File: config.mk
export PLATFORM = sky130hd
export DESIGN_NAME = pwr_meas_sequencer
export DESIGN_NICKNAME = d
export VERILOG_FILES = /design/src/rtl/pwr_meas_sequencer.sv
export SDC_FILE = /design/constraint.sdc
export NUM_CORES = 1
export LEC_CHECK = 0
export ABC_CLOCK_PERIOD_IN_PS = 2400
export BUFFER_PORTS_ARGS = -buffer_cell sky130_fd_sc_hd__buf_2
export CORE_MARGIN = 4
export CORE_UTILIZATION = 50
export DETAILED_ROUTE_END_ITERATION = 16
export PLACE_DENSITY = 0.78
export SLEW_MARGIN = 20
export SYNTH_ARGS = -nofsm -noshare
export SYNTH_HDL_FRONTEND = slang
export SYNTH_SLANG_ARGS = --single-unit
File: constraint.sdc
create_clock -name clk -period 2.4 [get_ports clk]
set_input_delay 0.12 -clock clk [delete_from_list [all_inputs] [get_ports clk]]
set_output_delay 0.12 -clock clk [all_outputs]
set_load 0.01 [all_outputs]
File: src/rtl/pwr_meas_sequencer.sv
// Measurement sequencer for adder power analysis: clears the transition-counter memory,
// drives a reproducible LFSR operand stream, then streams every counter value out.
module pwr_meas_sequencer #(
    parameter int          NUM_CNTR = 3,
    parameter int          NDIR     = 2,
    parameter int          NUM_SUMS = 100,
    parameter int          HOLD     = 4,
    parameter logic [15:0] SEED     = 16'hACE1
) (
    input  logic            clk,
    input  logic            reset_L,
    input  logic            start,
    output logic [7:0]      oprA,
    output logic [7:0]      oprB,
    output logic [31:0]     sum_cnt,
    output logic [NDIR-1:0] dir,
    output logic            LE,
    output logic [31:0]     dato_out,
    output logic            dato_oe,
    input  logic [31:0]     dato_in,
    output logic            rd_valid,
    output logic [NDIR-1:0] rd_dir,
    output logic [31:0]     rd_data,
    input  logic            rd_ready,
    output logic            busy,
    output logic            done
);

    localparam int              HCW       = (HOLD > 1) ? $clog2(HOLD) : 1;
    localparam logic [HCW-1:0]  HOLD_LAST = HCW'(HOLD - 1);
    localparam logic [NDIR-1:0] DIR_LAST  = NDIR'(NUM_CNTR - 1);
    localparam logic [31:0]     SUM_LAST  = 32'(NUM_SUMS - 1);

    typedef enum logic [2:0] {
        S_IDLE   = 3'd0,
        S_CLEAR  = 3'd1,
        S_RUN    = 3'd2,
        S_SETTLE = 3'd3,
        S_FETCH  = 3'd4,
        S_READ   = 3'd5,
        S_DONE   = 3'd6
    } state_e;

    function automatic logic [15:0] lfsr_step(input logic [15:0] v);
        return {v[14:0], v[15] ^ v[13] ^ v[12] ^ v[10]};
    endfunction

    state_e          state_q, state_d;
    logic [15:0]     lfsr_q, lfsr_d;
    logic [HCW-1:0]  hold_q, hold_d;
    logic [7:0]      opra_q, opra_d;
    logic [7:0]      oprb_q, oprb_d;
    logic [31:0]     sum_cnt_q, sum_cnt_d;
    logic [NDIR-1:0] dir_q, dir_d;
    logic [31:0]     rd_data_q, rd_data_d;
    logic [NDIR-1:0] rd_dir_q, rd_dir_d;
    logic            le_q, le_d;
    logic            dato_oe_q, dato_oe_d;
    logic            rd_valid_q, rd_valid_d;
    logic            busy_q, busy_d;
    logic            done_q, done_d;

    logic            hold_last;
    logic            sum_last;
    logic            dir_last;
    logic [15:0]     lfsr_nxt;

    assign hold_last = (hold_q == HOLD_LAST);
    assign sum_last  = (sum_cnt_q == SUM_LAST);
    assign dir_last  = (dir_q == DIR_LAST);
    assign lfsr_nxt  = lfsr_step(lfsr_q);

    // FSM state register
    always_ff @(posedge clk or negedge reset_L) begin
        if (!reset_L) begin
            state_q <= S_IDLE;
        end else begin
            state_q <= state_d;
        end
    end

    // FSM next-state logic; start only matters when not busy
    always_comb begin
        state_d = state_q;
        case (state_q)
            S_IDLE, S_DONE: begin
                if (start) state_d = S_CLEAR;
                else       state_d = state_q;
            end
            S_CLEAR: begin
                if (dir_last) state_d = S_RUN;
                else          state_d = S_CLEAR;
            end
            S_RUN: begin
                if (hold_last && sum_last) state_d = S_SETTLE;
                else                       state_d = S_RUN;
            end
            S_SETTLE: begin
                if (hold_last) state_d = S_FETCH;
                else           state_d = S_SETTLE;
            end
            S_FETCH: state_d = S_READ;
            S_READ: begin
                if (rd_ready) begin
                    if (dir_last) state_d = S_DONE;
                    else          state_d = S_FETCH;
                end else begin
                    state_d = S_READ;
                end
            end
            default: state_d = S_IDLE;
        endcase
    end

    // Datapath next values: address walk, hold timing, operand stream, readout capture
    always_comb begin
        lfsr_d    = lfsr_q;
        hold_d    = hold_q;
        opra_d    = opra_q;
        oprb_d    = oprb_q;
        sum_cnt_d = sum_cnt_q;
        dir_d     = dir_q;
        rd_data_d = rd_data_q;
        rd_dir_d  = rd_dir_q;
        case (state_q)
            S_IDLE, S_DONE: begin
                if (start) begin
                    dir_d  = {NDIR{1'b0}};
                    hold_d = {HCW{1'b0}};
                end else begin
                    dir_d  = dir_q;
                end
            end
            S_CLEAR: begin
                // The stream restarts from SEED on every run so measurements are repeatable
                if (dir_last) begin
                    dir_d     = {NDIR{1'b0}};
                    lfsr_d    = SEED;
                    opra_d    = SEED[15:8];
                    oprb_d    = SEED[7:0];
                    sum_cnt_d = 32'd0;
                    hold_d    = {HCW{1'b0}};
                end else begin
                    dir_d     = dir_q + NDIR'(1);
                end
            end
            S_RUN: begin
                if (hold_last) begin
                    hold_d = {HCW{1'b0}};
                    if (!sum_last) begin
                        lfsr_d    = lfsr_nxt;
                        opra_d    = lfsr_nxt[15:8];
                        oprb_d    = lfsr_nxt[7:0];
                        sum_cnt_d = sum_cnt_q + 32'd1;
                    end else begin
                        lfsr_d    = lfsr_q;
                    end
                end else begin
                    hold_d = hold_q + HCW'(1);
                end
            end
            S_SETTLE: begin
                dir_d = {NDIR{1'b0}};
                if (hold_last) hold_d = {HCW{1'b0}};
                else           hold_d = hold_q + HCW'(1);
            end
            S_FETCH: begin
                rd_data_d = dato_in;
                rd_dir_d  = dir_q;
            end
            S_READ: begin
                if (rd_ready && !dir_last) dir_d = dir_q + NDIR'(1);
                else                       dir_d = dir_q;
            end
            default: dir_d = dir_q;
        endcase
    end

    // FSM outputs, decoded from the next state so they come straight out of flops
    always_comb begin
        le_d       = 1'b1;
        dato_oe_d  = 1'b0;
        rd_valid_d = 1'b0;
        busy_d     = 1'b0;
        done_d     = 1'b0;
        case (state_d)
            S_CLEAR: begin
                le_d      = 1'b0;
                dato_oe_d = 1'b1;
                busy_d    = 1'b1;
            end
            S_RUN, S_SETTLE, S_FETCH: busy_d = 1'b1;
            S_READ: begin
                busy_d     = 1'b1;
                rd_valid_d = 1'b1;
            end
            S_DONE:  done_d = 1'b1;
            default: le_d   = 1'b1;
        endcase
    end

    // Datapath and output registers
    always_ff @(posedge clk or negedge reset_L) begin
        if (!reset_L) begin
            lfsr_q     <= SEED;
            hold_q     <= {HCW{1'b0}};
            opra_q     <= 8'd0;
            oprb_q     <= 8'd0;
            sum_cnt_q  <= 32'd0;
            dir_q      <= {NDIR{1'b0}};
            rd_data_q  <= 32'd0;
            rd_dir_q   <= {NDIR{1'b0}};
            le_q       <= 1'b1;
            dato_oe_q  <= 1'b0;
            rd_valid_q <= 1'b0;
            busy_q     <= 1'b0;
            done_q     <= 1'b0;
        end else begin
            lfsr_q     <= lfsr_d;
            hold_q     <= hold_d;
            opra_q     <= opra_d;
            oprb_q     <= oprb_d;
            sum_cnt_q  <= sum_cnt_d;
            dir_q      <= dir_d;
            rd_data_q  <= rd_data_d;
            rd_dir_q   <= rd_dir_d;
            le_q       <= le_d;
            dato_oe_q  <= dato_oe_d;
            rd_valid_q <= rd_valid_d;
            busy_q     <= busy_d;
            done_q     <= done_d;
        end
    end

    // Clearing always writes zero; the bus is only driven while dato_oe is high
    assign dato_out = 32'd0;
    assign oprA     = opra_q;
    assign oprB     = oprb_q;
    assign sum_cnt  = sum_cnt_q;
    assign dir      = dir_q;
    assign LE       = le_q;
    assign dato_oe  = dato_oe_q;
    assign rd_valid = rd_valid_q;
    assign rd_dir   = rd_dir_q;
    assign rd_data  = rd_data_q;
    assign busy     = busy_q;
    assign done     = done_q;

endmodule
* Word-level counts from Yosys, hierarchy flattened
Index checks and enable logic that the tools add are counted.
** Word-level totals
- Bits of input ports :: 36
- Word-level logic and storage cells :: 88
- Register bits after elaboration :: 110
- Output and inout port bits :: 121
** Cells by class
- Add/subtract/negate cells :: 3
- Reduce and logical (&&, ||, !) cells :: 13
- Muxes and demuxes :: 35
- Eq/ne operators :: 20
- Bitwise logic cells :: 3
** Operators with widths (number)
- 2-to-1 mux 32 bit :: 3
- case mux 32 bit (2 select lines) :: 1
- 2-to-1 mux 16 bit :: 3
- 2-to-1 mux 8 bit :: 6
- adder 32 x 1 -> 32 bit (second input constant) :: 1
- equality test 32 x 7 -> 1 bit (second input constant) :: 1
- case mux 16 bit (2 select lines) :: 1
- case mux 8 bit (2 select lines) :: 2
- equality test 3 bit (second input constant) :: 6
- case mux 3 bit (6 select lines) :: 1
- 2-to-1 mux 2 bit :: 7
- equality test 3 x 2 -> 1 bit (second input constant) :: 4
- inequality test 2 bit (second input constant) :: 5
- 2-to-1 mux 3 bit :: 3
- case mux 2 bit (4 select lines) :: 1
- equality test 3 x 1 -> 1 bit (second input constant) :: 2
- 2-to-1 mux 1 bit :: 6
- case mux 2 bit (3 select lines) :: 1
- AND reduction 3 bit :: 2
- OR reduction 5 bit :: 1
- adder 2 x 1 -> 2 bit (second input constant) :: 2
- equality test 2 bit (second input constant) :: 2
- AND reduction 4 bit :: 1
- nonzero test 4 bit :: 1
- other kinds (7) :: 11

* Longest topological paths before layout
Gate-level depths: netlist (run 1).
- Depth after elaboration :: 7
- Mapped depth :: 8
- Mapped depth without buffers :: 7

* Worst setup path before layout (run 1)
No wires, ideal clock.
- Path kind :: reg2reg
- Start :: register sum_cnt_q[0], in the netlist sum_cnt[0]
- End :: register oprb_q[5], in the netlist oprB[5]
- Data required time :: 2.263 ns
- Data arrival time :: 2.092 ns
- Clock period less this slack :: 2.229 ns
- Slack :: 0.171 ns
- Stages on the path, launching flop included :: 9
- Path through :: dfrtp_1 -> ha_1 -> nor4b_1 -> nand4_1 -> or4_1 -> clkbuf_1 -> nand2_1 -> buf_2 -> a21oi_1
** Between the ends
- Cells in the longest elaborated chain, start to end :: 3
** Ends and longest elaborated chain
- start, declared :: line 53 : logic [31:0] sum_cnt_q, sum_cnt_d;
- start signal, assigned :: line 223 : sum_cnt_q <= sum_cnt_d;
- equality test 32 x 7 -> 1 bit :: line 69 : assign sum_last = (sum_cnt_q == SUM_LAST);
- inequality test 2 bit (no source line)
- AND reduction 4 bit (no source line)
- end signal, assigned :: line 222 : oprb_q <= oprb_d;
- end, declared :: line 52 : logic [7:0] oprb_q, oprb_d;
No other way between the ends.
A chain may end at the register's enable or synchronous reset.

* Worst setup path after layout (run 1)
- Start :: register sum_cnt_q[1], in the netlist sum_cnt[1]
- End :: register sum_cnt_q[22], in the netlist sum_cnt[22]
** Between the ends
- Cells in the longest elaborated chain, start to end :: 4
- Elaborated cells between the ends (all ways) :: 7
- Those cells by class :: add/sub: 1; eq/ne: 2; mux: 3; reduce/logical: 1
** Ends and longest elaborated chain
- adder 32 x 1 -> 32 bit :: line 154 : sum_cnt_d = sum_cnt_q + 32'd1;
- 2-to-1 mux 32 bit :: line 150 : if (!sum_last) begin
- 2-to-1 mux 32 bit :: line 148 : if (hold_last) begin
- case mux 32 bit (2 select lines) :: line 125 : case (state_q)
Several ways; a longest one is shown, not always the timed one. The select of a mux whose other input is x is not followed.

==> results of run 1 <==
## timing repair
item | CTS | global route
buffers inserted | 0 | 1
endpoints found under the setup margin | 0 | 37
hold buffers | 33 | 0
resized for setup | 0 | 9
endpoints found under the hold margin | 61 | 0
## through the flow
stage / worst slack, ns / utilization (%) / area, µm² / hold WS (ns)
floorplan: 0.171 / - / 5100 / -0.176
global placement: 0.106 / 58.6 / 5700 / 0.0646
detailed placement: 0.0992 / 58.6 / 5700 / 0.0696
CTS: 0.0400 / 64.2 / 6240 / 0.0842
global route: 0.000231 / 64.6 / 6290 / 0.107
finish: 0.110 / 64.6 / 6290 / 0.0920
## per-layer routing
layer | track usage (%) | up-vias
met3 | 7.98 | 32
met2 | 38.4 | 204
met4 | 9.02 | 0
met1 | 28.4 | 1989
li1 | - | 1927
met5 | 0 | -
## where the power goes
part	total (mW)	internal [mW]	switching, mW
Clock	1.16	0.529	0.636
Combinational	2.17	1.04	1.13
Sequential	2.67	2.31	0.361
## worst max path at each step
stage	depth (start not counted)	endpoint	startpoint	slack [ns]
6_report	7	sum_cnt[22]$_DFFE_PN0P_	sum_cnt[1]$_DFFE_PN0P_	0.11
5_1_grt	7	lfsr_q[6]$_DFFE_PN1P_	sum_cnt[1]$_DFFE_PN0P_	0.0002
4_1_cts	7	sum_cnt[22]$_DFFE_PN0P_	sum_cnt[1]$_DFFE_PN0P_	0.04
3_5_place_dp	7	sum_cnt[22]$_DFFE_PN0P_	sum_cnt[1]$_DFFE_PN0P_	0.1
3_3_place_gp	7	sum_cnt[22]$_DFFE_PN0P_	sum_cnt[1]$_DFFE_PN0P_	0.11
2_1_floorplan	8	oprB[5]$_DFFE_PN0P_	sum_cnt[0]$_DFFE_PN0P_	0.17
## sequential cells by signal (all words and copies together), names as in the netlist, 2 cells and up
register and flops:
hold_q 2, state_q 3, dir 2, rd_dir 2, lfsr_q 16, sum_cnt 32
oprB 4, oprA 4, rd_data 32
## critical path, cell delays in order, from the launching register on
cell and delay [ns]:
dfrtp_1 0.42, ha_1 0.23, nor4b_2 0.26, nand4_1 0.19, or4_1 0.57, buf_4 0.17, nand4_1 0.10, mux2i_1 0.25
## final cells by class
cell class / count / area, µm² / area share [%]
multi-input cells: 328 / 2140 / 34.0
clock inverters: 6 / 77.6 / 1.23
well taps: 133 / 166 / 2.65
clock buffers: 10 / 138 / 2.19
flip-flops and latches: 102 / 2560 / 40.8
inverters: 10 / 37.5 / 0.597
repair buffers: 181 / 1160 / 18.5
## synthesized netlist by cell type, types with 6 or more instances
cell / number
buf_4: 42
o21ai_0: 10
buf_2: 6
nand4_1: 9
nor4_1: 16
o31ai_1: 6
nor2_1: 35
nor3_1: 8
o31a_1: 8
dfrtp_1: 93
xor2_1: 7
dfstp_2: 9
a21oi_1: 17
nand3_1: 18
mux2_2: 36
xnor2_1: 13
or4_1: 12
inv_1: 10
clkbuf_1: 11
o21ai_1: 18
nand2_1: 33
## cell families after synthesis
| kind of cell | Yosys count | share of synthesized area (%) |
|---|---|---|
| fa+ha+maj | 5 | 1.25 |
| other cells | 1 | 0.0752 |
| flops | 102 | 51.4 |
| mux | 41 | 9.13 |
| xor+xnor | 20 | 3.51 |
| buf+inv | 73 | 8.81 |
| compound gates | 72 | 8.91 |
| simple gates | 158 | 16.9 |
==> flow_summary.toml, run 1 <==
[worst_setup_path]
worstPathArrival_ns = 2.59
r2r_slack_ns = 0.11
reg2reg_depth = 7
crit_path_start_kind = "flop"
crit_fanout = 5
criticalPathCategory = "flop to flop"
regToRegEndpoint = "sum_cnt[22]$_DFFE_PN0P_"
crit_path_end_kind = "flop"
r2r-start = "sum_cnt[1]$_DFFE_PN0P_"
required_ns = 2.70

[synth]
synth_ff_type = "dfrtp_1"
yosysWarnings = 0
synth_cell_types = 47
synthTopCellsByArea = "dfrtp_1 (47%), mux2_2 (8.1%), buf_4 (6.3%), dfstp_2 (4.7%), nor2_1 (2.6%)"
synth_area_mm2 = 0.00499
synth.top_cell.area_share_pct = 46.7
synth-edff-count = 0
yosysSeqAreaShare_pct = 51.4
ys_async_sr_fraction_pct = 100
ys_seq_elements = 102
synthCells = 472
syn_avg_cell_area_um2 = 10.6
netlist.top_cell.by_area = "dfrtp_1"

[sta]
finalHoldViolations = 0
rsz0062_at_grt = "false"
post-route-period-util_pct = 95.4
max_freq_mhz = 437
setup_viol = 0
period_needed_ns = 2.29
slew_violations = 0
clock_skew_ns = 0.0160
setup_tns_ns = 0

[place]
placed_cells = 720
routabilityCongestion = 0.898
portBuffers = 124
hpwlAfterDp_um = 9040

[min_path]
whs_path_depth = 3
hp-class = "input pin to flop"
min_delay_worst_endpoint = "state_q[1]$_DFF_PN0_"
hp-start = "rd_ready"

[power_and_ir_drop]
power_mw = 6.01
max-vdd-ir-drop_mv = 0.697
leakage_nw = 2.99
power_density_mw_per_mm2 = 956

[detailed_routing]
met2_length_um = 6370
num_vias = 4152
met3_length_um = 1410
wl_um = 13200
wl_per_cell_um = 17.1
dr.max_layer_used = "met4"
drc = 0
ant_nets = 0
m1WireLength_um = 5110
avgViaCountPerCell = 5.39
first_iter_violations = 223
dr.pass1.iters = 5

[floorplan]
io_pins = 157
die_x_um = 108
fp-row-count = 36
die_area_mm2 = 0.0116
die_height_um = 108
start_util_pct = 51.3
coreArea_mm2 = 0.00973

[finish]
mostFrequentLayoutCell = "buf_2"
final_cell_mix = "buf_2 (123), dfrtp_1 (92), mux2_2 (36)"
nets = 673
n_antenna_cell = 0
drive_gt1_share_pct = 34.7
area_delta_synth_final_pct = 26.1
fin_cells = 770
n_fill_cell = 762

[job]
drv_cap = 0

[cts]
cts_root_buffer = "clkbuf_8"
cts.sinks = 102
clkLatencyLatePin_ns = 0.38
cts_tree = "built"
clock_path_buffers = 2
cts_buffers = 9
clk_pin_slew_ns = 0.11
htreeDepth = 3

[global_route]
antenna_found_initial = 0
grt_pass1_vias = 4256
grt_use_total_pct = 23.4
grt_overflow = 0
grt_pass1_wl_um = 21100
grt_max_degree = 74

[status]
status = "completed"
Power figures use the tool's default switching activity.
==> run 2: changes to the inputs <==
--- a/config.mk
+++ b/config.mk
@@ -5,12 +5,12 @@
 export SDC_FILE = /design/constraint.sdc
 export NUM_CORES = 1
 export LEC_CHECK = 0
-export ABC_CLOCK_PERIOD_IN_PS = 2400
-export BUFFER_PORTS_ARGS = -buffer_cell sky130_fd_sc_hd__buf_2
+export ABC_AREA = 1
+export ABC_CLOCK_PERIOD_IN_PS = 2600
 export CORE_MARGIN = 4
 export CORE_UTILIZATION = 50
 export DETAILED_ROUTE_END_ITERATION = 16
-export PLACE_DENSITY = 0.78
+export DONT_BUFFER_PORTS = 1
 export SLEW_MARGIN = 20
 export SYNTH_ARGS = -nofsm -noshare
 export SYNTH_HDL_FRONTEND = slang
==> constraint.sdc (replaced) <==
create_clock -name clk -period 2.6 [get_ports clk]
set_input_delay 0.13 -clock clk [delete_from_list [all_inputs] [get_ports clk]]
set_output_delay 0.13 -clock clk [all_outputs]
set_load 0.01 [all_outputs]
==> run 2 against run 1 <==
Setup slack gained 0.39 ns. Clock skew shrank 0.0084 ns. Critical path type unchanged. Highest routed layer unchanged. Global-route usage shrank 1.1 points. Core utilization shrank 7.3 points.
==> flow_summary.toml, run 2 <==
[status]
status = "completed"

[job]
drv_cap = 0

[cts]
postCtsSetupRepairBufs = 0
cts_buffers = 9
clk_pin_slew_ns = 0.08
postCtsHoldBufs = 35
cts_resized = 0
clock_path_buffers = 2
cts_tree = "built"
htreeDepth = 3
cts.sinks = 102
cts_root_buffer = "clkbuf_16"
clkLatencyLatePin_ns = 0.34

[global_route]
grt_overflow = 0
antenna_found_initial = 0
grt_max_degree = 103
grt_pass1_vias = 4480
grt_use_total_pct = 22.3
grt_pass1_wl_um = 23200

[synth]
syn_avg_cell_area_um2 = 7.40
synth_top_family_by_area = "simple AND/OR/NAND/NOR gates"
synthCells = 761
synth-edff-count = 0
synth_adder_area_share_pct = 1.11
netlist.top_cell.by_area = "dfrtp_1"
synth_common_cells = "nand2_1 (323), dfrtp_1 (93), nor2_1 (85), inv_1 (45)"
synth_cell_types = 33
synth.top_cell.area_share_pct = 41.3
yosysWarnings = 0
synthXorXnorAreaFrac_pct = 1.87
yosysMostFrequentCell = "nand2_1"
synth-simple-area-share_pct = 34.4
synth_area_mm2 = 0.00563
yosysSeqAreaShare_pct = 45.5
synthTopCellsByArea = "dfrtp_1 (41%), nand2_1 (22%), nor2_1 (5.7%), buf_4 (5.6%), dfstp_2 (4.2%)"
synth_ff_type = "dfrtp_1"
synth_mux_area_share_pct = 0
ys_seq_elements = 102
ys_async_sr_fraction_pct = 100
synth_compound_area_share_pct = 6.09

[sta]
worst_pin_slew_ns = 0.588
clock_skew_ns = 0.00763
period_needed_ns = 2.10
finalHoldViolations = 0
setup_viol = 0
post-route-period-util_pct = 80.7
setup_tns_ns = 0
slew_violations = 0
slew_headroom_pct = 60.8
rsz0062_at_grt = "false"
max_freq_mhz = 477

[finish]
nets = 828
n_fill_cell = 955
finalInstanceArea_mm2 = 0.00627
seqCellArea_mm2 = 0.00256
area_delta_synth_final_pct = 11.4
n_antenna_cell = 0
fin_cells = 932
multi_input_area_mm2 = 0.00257
mostFrequentLayoutCell = "nand2_1"
drive_gt1_share_pct = 8.96
final_cell_mix = "nand2_1 (323), dfrtp_1 (93), nor2_1 (85)"

[place]
portBuffers = 0
hpwlAfterDp_um = 10100
placed_cells = 881
placed_cell_area_mm2 = 0.00559
routabilityCongestion = 0.900

[detailed_routing]
avgViaCountPerCell = 5.06
wl_per_cell_um = 15.3
ant_nets = 0
dr.pass1.iters = 5
first_iter_violations = 339
drc = 0
wl_um = 14300
num_vias = 4717

[power_and_ir_drop]
max-vdd-ir-drop_mv = 0.538
leakage_nw = 2.92
power_density_mw_per_mm2 = 876

[floorplan]
die_area_mm2 = 0.0130
die_height_um = 114
die_x_um = 114
start_util_pct = 51.5
io_pins = 157
fp-row-count = 38
coreArea_mm2 = 0.0109

[worst_setup_path]
max_stage_delay_ns = 0.46
crit_slowest_cell = "dfrtp_1"
required_ns = 2.82
crit_path_start_kind = "flop"
crit_path_end_kind = "flop"
path_delay_family = "simple AND/OR/NAND/NOR gates"
worstPathCellList = "ha_1 > nand2_1 > nor2_1 > nand2_1 > nor2_1 > nand3_4 > nand2_4 > buf_4 > o21ai_0"
worstPathArrival_ns = 2.32
path_buf_inv = 1
criticalPathCategory = "flop to flop"
crit_fanout = 26

[min_path]
hp-class = "input pin to flop"
[run 2: where the power goes]
part	switching, mW	internal, mW
registers	0.580	2.11
logic	0.908	0.481
clock network	0.647	0.769
total	2.13	3.36
[run 2: layout make-up]
class,instances,share of cell area (%)
multi-input combinational,579,41.0
sequential,102,40.9
timing repair buffer,46,7.38
clock buffer,9,3.59
inverter,49,2.93
tap,140,2.79
clock inverter,7,1.44
[run 2: kinds of logic (layout without fill, tap and decap cells)]
| kind of cell | count (synthesis) | in the layout |
|---|---|---|
| AND/OR/NAND/NOR | 477 | 477 |
| buffers and inverters | 111 | 111 |
| flip-flops | 102 | 102 |
| AO/OA/AOI/OAI | 53 | 53 |
| XOR/XNOR | 12 | 12 |
| adder cells (fa/ha/maj) | 5 | 5 |
| other | 1 | 32 |
[run 2: final timing paths]
| path | from | end | slack [ns] | cells after the start |
|---|---|---|---|---|
| worst max-delay path | sum_cnt[1]$_DFFE_PN0P_ | lfsr_q[1]$_DFFE_PN0P_ | 0.50 | 9 |
| max in group asynchronous | reset_L | lfsr_q[11]$_DFFE_PN1P_ | 1.82 | 2 |
| min in group asynchronous | reset_L | sum_cnt[31]$_DFFE_PN0P_ | 0.36 | 2 |
| worst min-delay path | start | state_q[2]$_DFF_PN0_ | 0.02 | 3 |
| worst max register to register | sum_cnt[1]$_DFFE_PN0P_ | lfsr_q[1]$_DFFE_PN0P_ | 0.50 | 9 |
| worst min register to register | lfsr_q[7]$_DFFE_PN1P_ | lfsr_q[7]$_DFFE_PN1P_ | 0.47 | 2 |
[run 2: metal layers]
layer | GRT usage, % | part of all wire, % | vias up
met5 | 0 | 0 | -
met4 | 7.28 | 1.8 | 0
met3 | 5.18 | 9.0 | 20
met2 | 34.7 | 45 | 198
met1 | 31.0 | 44 | 2159
li1 | - | - | 2340
[run 2: worst reg2reg max path, cell delays in order (launching register included)]
cell and delay, ns:
dfrtp_1 0.46, ha_1 0.32, nand2_1 0.08, nor2_1 0.12, nand2_1 0.07, nor2_1 0.17, nand3_4 0.16, nand2_4 0.17
buf_4 0.29, o21ai_0 0.13
[run 2: stage by stage]
step / util, % / setup slack, ns / power, mW / hold WS [ns]
after floorplan: - / 0.755 / 3.78 / -0.166
after global placement: 51.1 / 0.557 / 3.97 / -0.163
after detailed placement: 51.1 / 0.485 / 4.04 / -0.163
after CTS: 57.4 / 0.468 / 5.55 / 0.00547
after global routing: 57.4 / 0.252 / 5.91 / 0.0355
final: 57.4 / 0.503 / 5.50 / 0.0171
==> run 3: changes to the inputs <==
--- a/config.mk
+++ b/config.mk
@@ -6,11 +6,12 @@
 export NUM_CORES = 1
 export LEC_CHECK = 0
 export ABC_AREA = 1
-export ABC_CLOCK_PERIOD_IN_PS = 2600
+export ABC_CLOCK_PERIOD_IN_PS = 1700
 export CORE_MARGIN = 4
 export CORE_UTILIZATION = 50
 export DETAILED_ROUTE_END_ITERATION = 16
 export DONT_BUFFER_PORTS = 1
+export PLACE_DENSITY = 0.68
 export SLEW_MARGIN = 20
 export SYNTH_ARGS = -nofsm -noshare
 export SYNTH_HDL_FRONTEND = slang
==> constraint.sdc (replaced) <==
create_clock -name clk -period 1.7 [get_ports clk]
set_input_delay 0.085 -clock clk [delete_from_list [all_inputs] [get_ports clk]]
set_output_delay 0.085 -clock clk [all_outputs]
set_load 0.01 [all_outputs]
==> run 3 against run 2 <==
The flow now finishes with violations (hold timing, setup timing). Clock power grew 60%. Clock-buffer cell count grew 3. Non-clock buffer count up 52. Combinational power grew 86%. Sequential share of layout area shrank 3.5 points. Critical endpoint is now sum_cnt[12]$_DFFE_PN0P_.
==> flow_summary.toml, run 3 (synthesized netlist as in run 2, its figures left out) <==
[place]
hpwlAfterDp_um = 10600
routabilityCongestion = 0.998
portBuffers = 0

[worst_setup_path]
crit_path_start_kind = "flop"
worstPathArrival_ns = 1.96
crit_slowest_cell = "dfrtp_2"
worstPathCellList = "ha_4 > nand2_2 > nor2_2 > nand2_1 > nor2_2 > nand3_4 > nand2_8 > clkinvlp_4 > nand2_2 > nand2_1"
max_stage_delay_ns = 0.39
crit_fanout = 6
required_ns = 1.94
criticalPathCategory = "flop to flop"
r2r_slack_ns = -0.03
crit_path_end_kind = "flop"

[finish]
mostFrequentLayoutCell = "nand2_1"
n_antenna_cell = 0
multi_input_area_mm2 = 0.00271
final_cell_mix = "nand2_1 (310), dfrtp_1 (88), nor2_1 (74)"
area_delta_synth_final_pct = 22.0
drive_gt1_share_pct = 19.0
n_fill_cell = 912
seqCellArea_mm2 = 0.00257
nets = 882

[status]
status = "finished with violations"
failed_checks = "hold timing, setup timing"

[sta]
finalHoldViolations = 102
slew_headroom_pct = 62.6
slew_violations = 0
worst_pin_slew_ns = 0.560
fin_hold_ws_ns = -0.577
setup_tns_ns = -0.0799
post-route-period-util_pct = 101
clock_skew_ns = 0.0126
max_freq_mhz = 580
rsz0062_at_grt = "true"
worst_slack_ns = -0.0251
setup_viol = 6
period_needed_ns = 1.73

[detailed_routing]
wl_per_cell_um = 15.7
first_iter_violations = 314
dr.pass1.iters = 5
avgViaCountPerCell = 5.21
ant_nets = 0
wl_um = 15500
num_vias = 5136
drc = 0

[cts]
clk_pin_slew_ns = 0.08
clock_path_buffers = 2
postCtsHoldBufs = 34
clkLatencyLatePin_ns = 0.35
cts.sinks = 102
cts_tree = "built"
htreeDepth = 3
cts_buffers = 9
cts_root_buffer = "clkbuf_16"

[floorplan]
io_pins = 157
coreArea_mm2 = 0.0109
die_height_um = 114
start_util_pct = 51.5
die_area_mm2 = 0.0130
fp-row-count = 38
die_x_um = 114

[power_and_ir_drop]
max-vdd-ir-drop_mv = 0.834
power_density_mw_per_mm2 = 1300
power_mw = 8.94
leakage_nw = 3.21

[global_route]
grt_max_degree = 103
grt_use_total_pct = 23.5
grt_overflow = 0
antenna_found_initial = 0
grt_pass1_wl_um = 24400
grt_pass1_vias = 5029

[min_path]
hp-class = "input pin to asynchronous set/reset pin"

[job]
drv_cap = 0
## run 3: cell count changes in the layout (fill, tap and decap cells not counted), moves of 3 or more
cell and change:
inv_2 +3, nor2_2 +9, nand2_1 -13, o21ai_1 +12, nor2_1 -11, nand2_2 +12
inv_1 -4, dfrtp_1 -5, buf_4 +48, o21ai_0 -12, dfrtp_2 +5
## run 3: power by group
group	internal, mW	switching, mW	leakage, nW
logic	1.01	1.57	1.81
registers	3.24	0.843	1.25
clock network	1.34	0.926	0.158
## run 3: worst paths after layout
| kind | from | end | cells past startpoint |
|---|---|---|---|
| min in group clk | start | dato_oe$_DFF_PN0_ | 4 |
| worst max-delay path | sum_cnt[1]$_DFFE_PN0P_ | sum_cnt[12]$_DFFE_PN0P_ | 10 |
| worst max register to register | sum_cnt[1]$_DFFE_PN0P_ | sum_cnt[12]$_DFFE_PN0P_ | 10 |
| worst min register to register | lfsr_q[7]$_DFFE_PN1P_ | lfsr_q[7]$_DFFE_PN1P_ | 2 |
| worst min-delay path | reset_L | sum_cnt[19]$_DFFE_PN0P_ | 0 |
| max in group asynchronous | reset_L | LE$_DFF_PN1_ | 0 |
## run 3: final cells by class
cell class | instances | share of cell area, %
clock buffer | 12 | 3.59
clock inverter | 4 | 1.13
inverter | 49 | 2.73
multi-input combinational | 580 | 39.4
sequential | 102 | 37.4
tap | 140 | 2.55
timing repair buffer | 98 | 13.1
timing repair inverter | 1 | 0.109
## run 3: worst max-delay path, delay by kind of cell, from the launching register on
family,cells,cell delay [ns]
AND/OR/NAND/NOR,8,0.91
adder cells (fa/ha/maj),1,0.14
buffers and inverters,1,0.18
flip-flops,1,0.39
## run 3: through the flow
| step | util, % | cell area [µm²] | setup slack (ns) | cells | hold slack, ns |
|---|---|---|---|---|---|
| 2_1_floorplan | - | 5760 | 0.00252 | 792 | -0.211 |
| 3_3_place_gp | 54.8 | 5990 | 0.0637 | 927 | -0.207 |
| 3_5_place_dp | 54.8 | 5990 | 0.00998 | 927 | -0.207 |
| 4_1_cts | 60.8 | 6650 | -0.000332 | 977 | -0.579 |
| 5_1_grt | 62.8 | 6870 | -0.153 | 986 | -0.589 |
| 6_report | 62.8 | 6870 | -0.0251 | 986 | -0.577 |
## run 3: layer usage
layer / share of wire [%] / GRT usage, % / wire length [µm]
met1: 40 / 28.5 / 6140
met2: 49 / 39.3 / 7570
met5: 0 / 0 / 0
met3: 9.3 / 6.98 / 1440
met4: 2.0 / 9.18 / 314
## run 3: timing repair
item	in CTS	in global routing
endpoints found under the setup margin	5	56
setup buffers	0	6
resized for setup	1	54
endpoints found under the hold margin	136	102
cloned	0	3
pin swaps	0	12
